File: src/rtl/imem_fetch_unit_pkg.sv
// Shared types and constants for the instruction fetch unit and its memory.
package imem_fetch_unit_pkg;

    localparam int INST_W            = 32;
    localparam int ADDR_W            = 32;
    localparam int MEM_BYTES_DEFAULT = 512;

    typedef enum logic [1:0] {
        ST_IDLE,
        ST_FETCH,
        ST_FAULT
    } fetch_state_e;

    // One buffered fetch: the address it came from and the word read there.
    typedef struct packed {
        logic [ADDR_W-1:0] pc;
        logic [INST_W-1:0] inst;
    } fetch_entry_t;

    // A fetch address is usable only when word aligned and the whole word
    // lies inside the memory.
    function automatic logic fetch_addr_legal(input logic [ADDR_W-1:0] addr,
                                              input int unsigned       mem_bytes);
        logic [ADDR_W-1:0] last_word;
        last_word = ADDR_W'(mem_bytes - 4);
        return (addr[1:0] == 2'b00) && (addr <= last_word);
    endfunction

endpackage

File: src/rtl/imem_fetch_unit_fifo.sv
// Small synchronous FIFO of {pc, inst}; accepts push and pop in the same
// cycle even when full, and flush empties it regardless of push/pop.
module fetch_fifo
    import imem_fetch_unit_pkg::*;
#(
    parameter int DEPTH = 2
) (
    input  logic                     clk,
    input  logic                     rst,
    input  logic                     push,
    input  logic                     pop,
    input  logic                     flush,
    input  fetch_entry_t             wr_entry,
    output logic [$clog2(DEPTH):0]   count,
    output logic                     head_valid,
    output fetch_entry_t             head
);

    localparam int PTR_W = $clog2(DEPTH);
    localparam logic [PTR_W:0] FULL_CNT = (PTR_W+1)'(DEPTH);

    fetch_entry_t     mem_q [DEPTH];
    logic [PTR_W-1:0] rd_ptr_q, rd_ptr_d;
    logic [PTR_W-1:0] wr_ptr_q, wr_ptr_d;
    logic [PTR_W:0]   count_q, count_d;
    logic             do_push, do_pop;

    // Pointer and occupancy update; flush wins over everything else.
    always_comb begin
        do_pop   = pop && (count_q != '0);
        do_push  = push && ((count_q < FULL_CNT) || do_pop);
        rd_ptr_d = rd_ptr_q;
        wr_ptr_d = wr_ptr_q;
        count_d  = count_q;
        if (flush) begin
            rd_ptr_d = '0;
            wr_ptr_d = '0;
            count_d  = '0;
        end else begin
            if (do_push) wr_ptr_d = wr_ptr_q + PTR_W'(1);
            if (do_pop)  rd_ptr_d = rd_ptr_q + PTR_W'(1);
            case ({do_push, do_pop})
                2'b10:   count_d = count_q + (PTR_W+1)'(1);
                2'b01:   count_d = count_q - (PTR_W+1)'(1);
                default: count_d = count_q;
            endcase
        end
    end

    // Control state registers.
    always_ff @(posedge clk) begin
        if (rst) begin
            rd_ptr_q <= '0;
            wr_ptr_q <= '0;
            count_q  <= '0;
        end else begin
            rd_ptr_q <= rd_ptr_d;
            wr_ptr_q <= wr_ptr_d;
            count_q  <= count_d;
        end
    end

    // Storage needs no reset: the head is masked whenever the FIFO is empty.
    always_ff @(posedge clk) begin
        if (do_push && !flush) mem_q[wr_ptr_q] <= wr_entry;
    end

    assign count      = count_q;
    assign head_valid = (count_q != '0);
    assign head       = head_valid ? mem_q[rd_ptr_q] : '0;

endmodule

File: src/rtl/imem_fetch_unit.sv
// Instruction fetch sequencer: owns the pc, reads one word per cycle from a
// combinational-read memory, buffers words for decode, handles redirects and
// flags illegal fetch addresses.
module imem_fetch_unit
    import imem_fetch_unit_pkg::*;
#(
    parameter logic [ADDR_W-1:0] RESET_PC   = 32'h0000_0000,
    parameter int                MEM_BYTES  = MEM_BYTES_DEFAULT,
    parameter int                FIFO_DEPTH = 2
) (
    input  logic              clk,
    input  logic              rst,
    input  logic              start,
    output logic [ADDR_W-1:0] imem_addr,
    input  logic [INST_W-1:0] imem_data,
    input  logic              redirect_valid,
    input  logic [ADDR_W-1:0] redirect_pc,
    output logic              inst_valid,
    input  logic              inst_ready,
    output logic [INST_W-1:0] inst,
    output logic [ADDR_W-1:0] inst_pc,
    output logic              fault,
    output logic [ADDR_W-1:0] fault_pc,
    output logic              busy
);

    localparam int CNT_W = $clog2(FIFO_DEPTH) + 1;
    localparam logic [CNT_W-1:0] FULL_CNT = CNT_W'(FIFO_DEPTH);

    fetch_state_e      state_q, state_d;
    logic [ADDR_W-1:0] pc_q, pc_d;
    logic              fault_q, fault_d;
    logic [ADDR_W-1:0] fault_pc_q, fault_pc_d;

    logic              push, pop, flush, slot_free;
    logic [CNT_W-1:0]  count;
    logic              head_valid;
    fetch_entry_t      head, wr_entry;

    assign pop       = head_valid && inst_ready;
    assign slot_free = (count < FULL_CNT) || pop;
    assign wr_entry  = '{pc: pc_q, inst: imem_data};

    // Next-state, pc and fault logic; redirect outranks start and the check.
    always_comb begin
        state_d    = state_q;
        pc_d       = pc_q;
        fault_d    = fault_q;
        fault_pc_d = fault_pc_q;
        push       = 1'b0;
        flush      = 1'b0;
        if (state_q != ST_IDLE && redirect_valid) begin
            flush   = 1'b1;
            pc_d    = redirect_pc;
            fault_d = 1'b0;
            state_d = ST_FETCH;
        end else begin
            case (state_q)
                ST_IDLE: begin
                    if (start) begin
                        state_d = ST_FETCH;
                        pc_d    = RESET_PC;
                    end
                end
                ST_FETCH: begin
                    if (slot_free) begin
                        if (fetch_addr_legal(pc_q, MEM_BYTES)) begin
                            push = 1'b1;
                            pc_d = pc_q + ADDR_W'(4);
                        end else begin
                            fault_d    = 1'b1;
                            fault_pc_d = pc_q;
                            state_d    = ST_FAULT;
                        end
                    end
                end
                ST_FAULT: ;
                default:  state_d = ST_IDLE;
            endcase
        end
    end

    // Sequencer state registers.
    always_ff @(posedge clk) begin
        if (rst) begin
            state_q    <= ST_IDLE;
            pc_q       <= RESET_PC;
            fault_q    <= 1'b0;
            fault_pc_q <= '0;
        end else begin
            state_q    <= state_d;
            pc_q       <= pc_d;
            fault_q    <= fault_d;
            fault_pc_q <= fault_pc_d;
        end
    end

    fetch_fifo #(.DEPTH(FIFO_DEPTH)) u_fifo (
        .clk        (clk),
        .rst        (rst),
        .push       (push),
        .pop        (pop),
        .flush      (flush),
        .wr_entry   (wr_entry),
        .count      (count),
        .head_valid (head_valid),
        .head       (head)
    );

    assign imem_addr  = pc_q;
    assign inst_valid = head_valid;
    assign inst       = head.inst;
    assign inst_pc    = head.pc;
    assign fault      = fault_q;
    assign fault_pc   = fault_pc_q;
    assign busy       = (state_q != ST_IDLE);

endmodule

File: config.mk
export PLATFORM = sky130hd
export DESIGN_NAME = imem_fetch_unit
export DESIGN_NICKNAME = d
export VERILOG_FILES = /design/src/rtl/imem_fetch_unit_pkg.sv /design/src/rtl/imem_fetch_unit_fifo.sv /design/src/rtl/imem_fetch_unit.sv
export SDC_FILE = /design/constraint.sdc
export NUM_CORES = 1
export LEC_CHECK = 0
export BUFFER_PORTS_ARGS = -buffer_cell sky130_fd_sc_hd__buf_2
export CAP_MARGIN = 0
export CORE_ASPECT_RATIO = 1.2
export CORE_MARGIN = 5
export CORE_UTILIZATION = 45
export CTS_BUF_LIST = sky130_fd_sc_hd__clkbuf_4
export DETAILED_ROUTE_END_ITERATION = 10
export HOLD_SLACK_MARGIN = 0.15
export PLACE_DENSITY = 0.75
export SYNTH_ARGS = -nofsm -noshare
export SYNTH_HDL_FRONTEND = slang
export SYNTH_SLANG_ARGS = --single-unit
File: constraint.sdc
create_clock -name clk -period 13.4 [get_ports clk]
set_input_delay 2.68 -clock clk [delete_from_list [all_inputs] [get_ports clk]]
set_output_delay 2.68 -clock clk [all_outputs]
set_load 0.01 [all_outputs]
; ---- Word level (Yosys, flattened, before mapping)
; Memory sizes are Yosys's and may differ from the RTL's. A register that Yosys moved wholly into a read port is not among the register bits.
; Index checks and enable logic that the tools add are counted.
[totals]
ff_bits = 71
ram_bits = 128
in_bits = 69
out_inout_bits = 131
wordCells = 74
mem_count = 1
[classes]
n_addsub = 5
magnitude_cmp = 2
eq_ne = 12
mux = 21
n_bitwise = 3
reduce_logical = 22
[mem_list]
columns = memory, depth, word_bits, rd, rd_ports_with_merged_regs, write_ports, line
row1 = u_fifo.mem_q, 2, 64, 1, 1, 1, imem_fetch_unit_fifo.sv:22  ; fetch_entry_t mem_q [DEPTH];
[op_table]
columns = operator, count
row1 = 32-bit two-way mux, 4
row2 = 64-bit two-way mux, 1
row3 = 32-bit case mux with 2 select lines, 1
row4 = "32-bit by 3-bit adder with 32-bit output, second input constant", 1
row5 = "32-bit by 9-bit less-or-equal comparator with 1-bit output, second input constant", 1
row6 = 4-bit AND reduction, 4
row7 = "3-bit inequality test, second input constant", 4
row8 = 1-bit two-way mux, 10
row9 = "2-bit inequality test, second input constant", 4
row10 = 1-bit logical AND, 6
row11 = 2-bit two-way mux, 3
row12 = 2-bit case mux with 3 select lines, 1
row13 = 2-bit nonzero test, 3
row14 = "2-bit by 1-bit equality test with 1-bit output, second input constant", 2
row15 = "2-bit equality test, second input constant", 2
row16 = 2-bit logical NOT, 2
row17 = 2-bit case mux with 2 select lines, 1
row18 = 2-bit OR reduction, 2
row19 = 1-bit inverter, 3
row20 = 3-bit AND reduction, 1
row21 = 3-bit nonzero test, 1
row22 = "1-bit adder, second input constant", 2
row23 = "2-bit by 1-bit adder with 2-bit output, second input constant", 1
row24 = 1-bit logical OR, 2
row25 = 3 further kinds, 3

; ---- Logic depth before layout (Yosys ltp)
[logic_depth]
ltp_word = 10
mapped_depth = 8
ltp_nobuf = 8

; ---- Cells and area by module
; A second synthesis with hierarchy kept.
[hier_totals]
cells_unflattened = 627
hier_area_um2 = 7975.1
[modules_own_cells]
columns = mod, instances, cells_each, area_per_inst_um2, seq_area_each_um2
row1 = fetch_fifo, 1, 298, 5042.3, 3943.8
row2 = imem_fetch_unit, 1, 329, 2932.8, 1341.3

; ---- Worst setup path after synthesis
; No wires, ideal clock.
[synth_timing]
path_kind = in2reg
start = input port redirect_valid
end = memory u_fifo.mem_q[0][0] in the netlist's numbering, enable pin
setup_time_ns = 0.486
t_arrival_ns = 6.106
required_time_ns = 12.914
setup_slack_ns = 6.808
cell_stages = 4
n_path_buf = 0
cell_sequence = or3b_4 nor4_4 inv_2 nor2_1
[synth_via]
elab_chain_cells = 6
word_cells_on_any_way = 8
cone_classes = mux (4) / reduce/logical (4)
[synth_lines]
columns = item, line
row1 = "start, declared", imem_fetch_unit.sv:16  ; input logic redirect_valid,
row2 = 1-bit logical AND *, imem_fetch_unit.sv:52  ; if (state_q != ST_IDLE && redirect_valid) begin
row3 = 1-bit two-way mux, imem_fetch_unit.sv:52
row4 = 1-bit logical AND / 1-bit logical NOT (equally long branches), "imem_fetch_unit_fifo.sv:31, imem_fetch_unit_fifo.sv:65"
row5 = 1-bit logical AND *, imem_fetch_unit_fifo.sv:65  ; if (do_push && !flush) mem_q[wr_ptr_q] <= wr_entry;
row6 = 1-bit two-way mux *, imem_fetch_unit_fifo.sv:65
row7 = 1-bit two-way mux (not written as such) *, imem_fetch_unit_fifo.sv:65
row8 = "end, declared", imem_fetch_unit_fifo.sv:22
; Mark *: on every way between the ends. The rest lies on a longest branch, timed or not.

==> results.json <==
{
  "status": "finished, final reports clean",
  "cp.required_ns": 10.72,
  "cts_buffer_depth": 2,
  "io_pins": 200,
  "path_cells": "mux2i_1 > nor2_1 > buf_2",
  "ant_nets": 0,
  "fin_nets": 808,
  "core-area_mm2": 0.01679,
  "syn_avg_cell_area_um2": 14.03,
  "ys_types": 46,
  "worstPathArrival_ns": 2.29,
  "layout_min_cycle_time_ns": 4.970,
  "fmax_mhz": 201.2,
  "swShare": 0.2761,
  "max-cap-violations": 0,
  "p_clk_frac": 0.252,
  "cts_resized": 0,
  "clk_pin_slew_ns": 0.15,
  "ys_warn_count": 0,
  "tightestPinTransition_ns": 1.156,
  "ys_ff_latch": 200,
  "grt_setup_unrepaired": "false",
  "post-route-util": 0.5421,
  "end_kind": "output pin",
  "leakagePower_nw": 3.707,
  "setup_viol": 0,
  "design.die.area_mm2": 0.01974,
  "cts_setup_buffers": 0,
  "intPower_mw": 0.8730,
  "die-width_um": 129.1,
  "root_buffer": "clkbuf_4",
  "die_h_um": 152.9,
  "synth_ff_type": "edfxtp_1",
  "final_cell_mix": "buf_2 (199), edfxtp_1 (128), nor2_1 (107)",
  "min_period_over_period": 0.3709,
  "critPathBufInv": 1,
  "portBuffers": 199,
  "antenna_found_initial": 1,
  "slew_headroom": 0.2294,
  "regArea_mm2": 0.005289,
  "comb_power_share": 0.151,
  "seqPwrFrac": 0.596,
  "fin_worst_skew_ns": 0.02204,
  "gp_congestion": 0.8570,
  "worstSkewPairLatency_ns": 0.57,
  "grt_pass1_vias": 5242,
  "via_per_inst": 5.246,
  "syn_inst": 546,
  "path_delay_family": "flip-flops",
  "initial_core_util": 0.4563,
  "num_vias": 5073,
  "grt_max_degree": 66,
  "drc": 0,
  "postSynth.asyncResetShare": 0,
  "grt-ovfl-total": 0,
  "cts_hold_buf": 0,
  "cts_tree": "built",
  "layout-drive-gt1-share": 0.3360,
  "clock_sink_count": 200,
  "final.setup.tns_ns": 0,
  "cts-buffers-inserted": 17,
  "drtIter0Drc": 235,
  "rows": 52,
  "worst_path_largest_cell_delay_ns": 1.09,
  "drt-pass1-iter-count": 4,
  "grt_pass1_wl_um": 27210,
  "syn_area_mm2": 0.007660,
  "p_sw_mw": 0.3329,
  "vdd_drop_max_mv": 0.06260,
  "dp_hpwl_um": 11880,
  "hold_class": "register to register",
  "layout_commonest_cell": "buf_2",
  "wl_per_cell_um": 17.99,
  "power_density_mw_per_mm2": 132.5,
  "grt_use_total": 0.1777,
  "syn_nets": 617,
  "routed_wl_um": 17400,
  "worstSetupStartpointType": "register",
  "crit_slowest_cell": "dfxtp_4",
  "yosysSeqAreaShare": 0.6900,
  "slew_viol_final": 0,
  "nFillCells": 1436,
  "critPathKind": "register to output pin",
  "multi_input_area_mm2": 0.002231,
  "area_growth_syn_to_layout_pct": 18.80,
  "synth_edf_count": 128,
  "htree_levels": 4,
  "hold_viol_final": 0,
  "cp_max_fo": 64
}
[path summary, 6_finish.rpt]
kind	slack (ns)	cells after the start	start	to
min	0.47	2	fault$_SDFFE_PP0P_	fault$_SDFFE_PP0P_
max	8.43	3	register	inst_pc[20]
max reg2reg	10.18	6	imem_addr[0]$_SDFFE_PP0P_	u_fifo.mem_q[0][62]$_DFFE_PP_
min reg2reg	0.47	2	fault$_SDFFE_PP0P_	fault$_SDFFE_PP0P_
[registers in the layout, summed over array words and instances (netlist names), named ones only]
name and flops:
u_fifo.rd_ptr_q 1, u_fifo.count 2, fault 1, u_fifo.mem_q 128, fault_pc 32, u_fifo.wr_ptr_q 1, imem_addr 32, state_q 2
[worst reg2reg max path: cells and delay by family, from the launching register on]
family / cells / cell delay [ns]
buf+inv: 2 / 0.67
simple gates: 4 / 1.71
flops: 1 / 0.45
[power groups by stage]
stage                     Clock [mW]  Combinational (mW)  Sequential, mW
final                          0.304               0.183           0.719
after global routing           0.341               0.200           0.724
after CTS                      0.315               0.186           0.720
after detailed placement           0               0.185           0.733
after global placement             0               0.181           0.731
after floorplan                    0               0.119           0.726
[layout make-up]
| type | instances | area share |
|---|---|---|
| diodes | 1 | 0.0002750 |
| clock buffers | 19 | 0.01567 |
| clock inverters | 13 | 0.01444 |
| inverters | 4 | 0.001650 |
| multi-input cells | 312 | 0.2452 |
| flip-flops and latches | 200 | 0.5812 |
| well taps | 216 | 0.02970 |
| repair buffers | 202 | 0.1119 |
[routing by layer]
| layer | wire (um) | GRT usage | part of all wire | vias up |
|---|---|---|---|---|
| met3 | 1045 | 0.04014 | 0.060 | 27 |
| li1 | - | - | - | 2389 |
| met4 | 382 | 0.07504 | 0.022 | 0 |
| met5 | 0 | 0 | 0 | - |
| met2 | 8987 | 0.3063 | 0.52 | 177 |
| met1 | 6983 | 0.2116 | 0.40 | 2480 |
[per-stage QoR]
stage                     hold WS (ns)  setup slack, ns  cell area [um^2]  power [mW]  instances
after floorplan                 0.4669            6.808              7660      0.8450        546
after global placement          0.4390            8.199              8823      0.9123        934
after detailed placement        0.4553            8.107              8823      0.9189        934
after CTS                       0.4765            8.346              9097       1.221        966
after global routing            0.4956            8.286              9100       1.265        967
final                           0.4681            8.430              9100       1.206        967
[logic make-up after synthesis]
kind of cell               Yosys count  synth area share
DFF                                200            0.6900
and+or+nand+nor                    148           0.09131
muxes                               94            0.1228
AOI/OAI and AO/OA                   61           0.06273
buffers and inverters               34           0.02189
xor gates and xnor gates             7          0.008004
adders and majority gates            2          0.003266
[Yosys cell counts, drive strengths merged, types with 2 or more instances]
| cell | instances | area, um^2 |
|---|---|---|
| a311oi | 5 | 56.31 |
| nand3 | 4 | 20.02 |
| nor2 | 110 | 415.4 |
| inv | 4 | 15.01 |
| a211oi | 2 | 20.02 |
| xor2 | 2 | 17.52 |
| buf | 14 | 92.59 |
| nor4 | 7 | 86.33 |
| edfxtp | 128 | 3844 |
| nor2b | 4 | 25.02 |
| nand3b | 2 | 15.01 |
| a21oi | 16 | 80.08 |
| xnor2 | 5 | 43.79 |
| ha | 2 | 25.02 |
| dfxtp | 72 | 1441 |
| and2 | 2 | 12.51 |
| o31ai | 2 | 15.01 |
| clkbuf | 16 | 60.06 |
| nor3 | 3 | 15.01 |
| nand2 | 8 | 30.03 |
| a22oi | 7 | 52.55 |
| a22o | 21 | 183.9 |
| mux2i | 94 | 940.9 |
| o21ai | 4 | 35.04 |
Power figures use the tool's default switching activity.
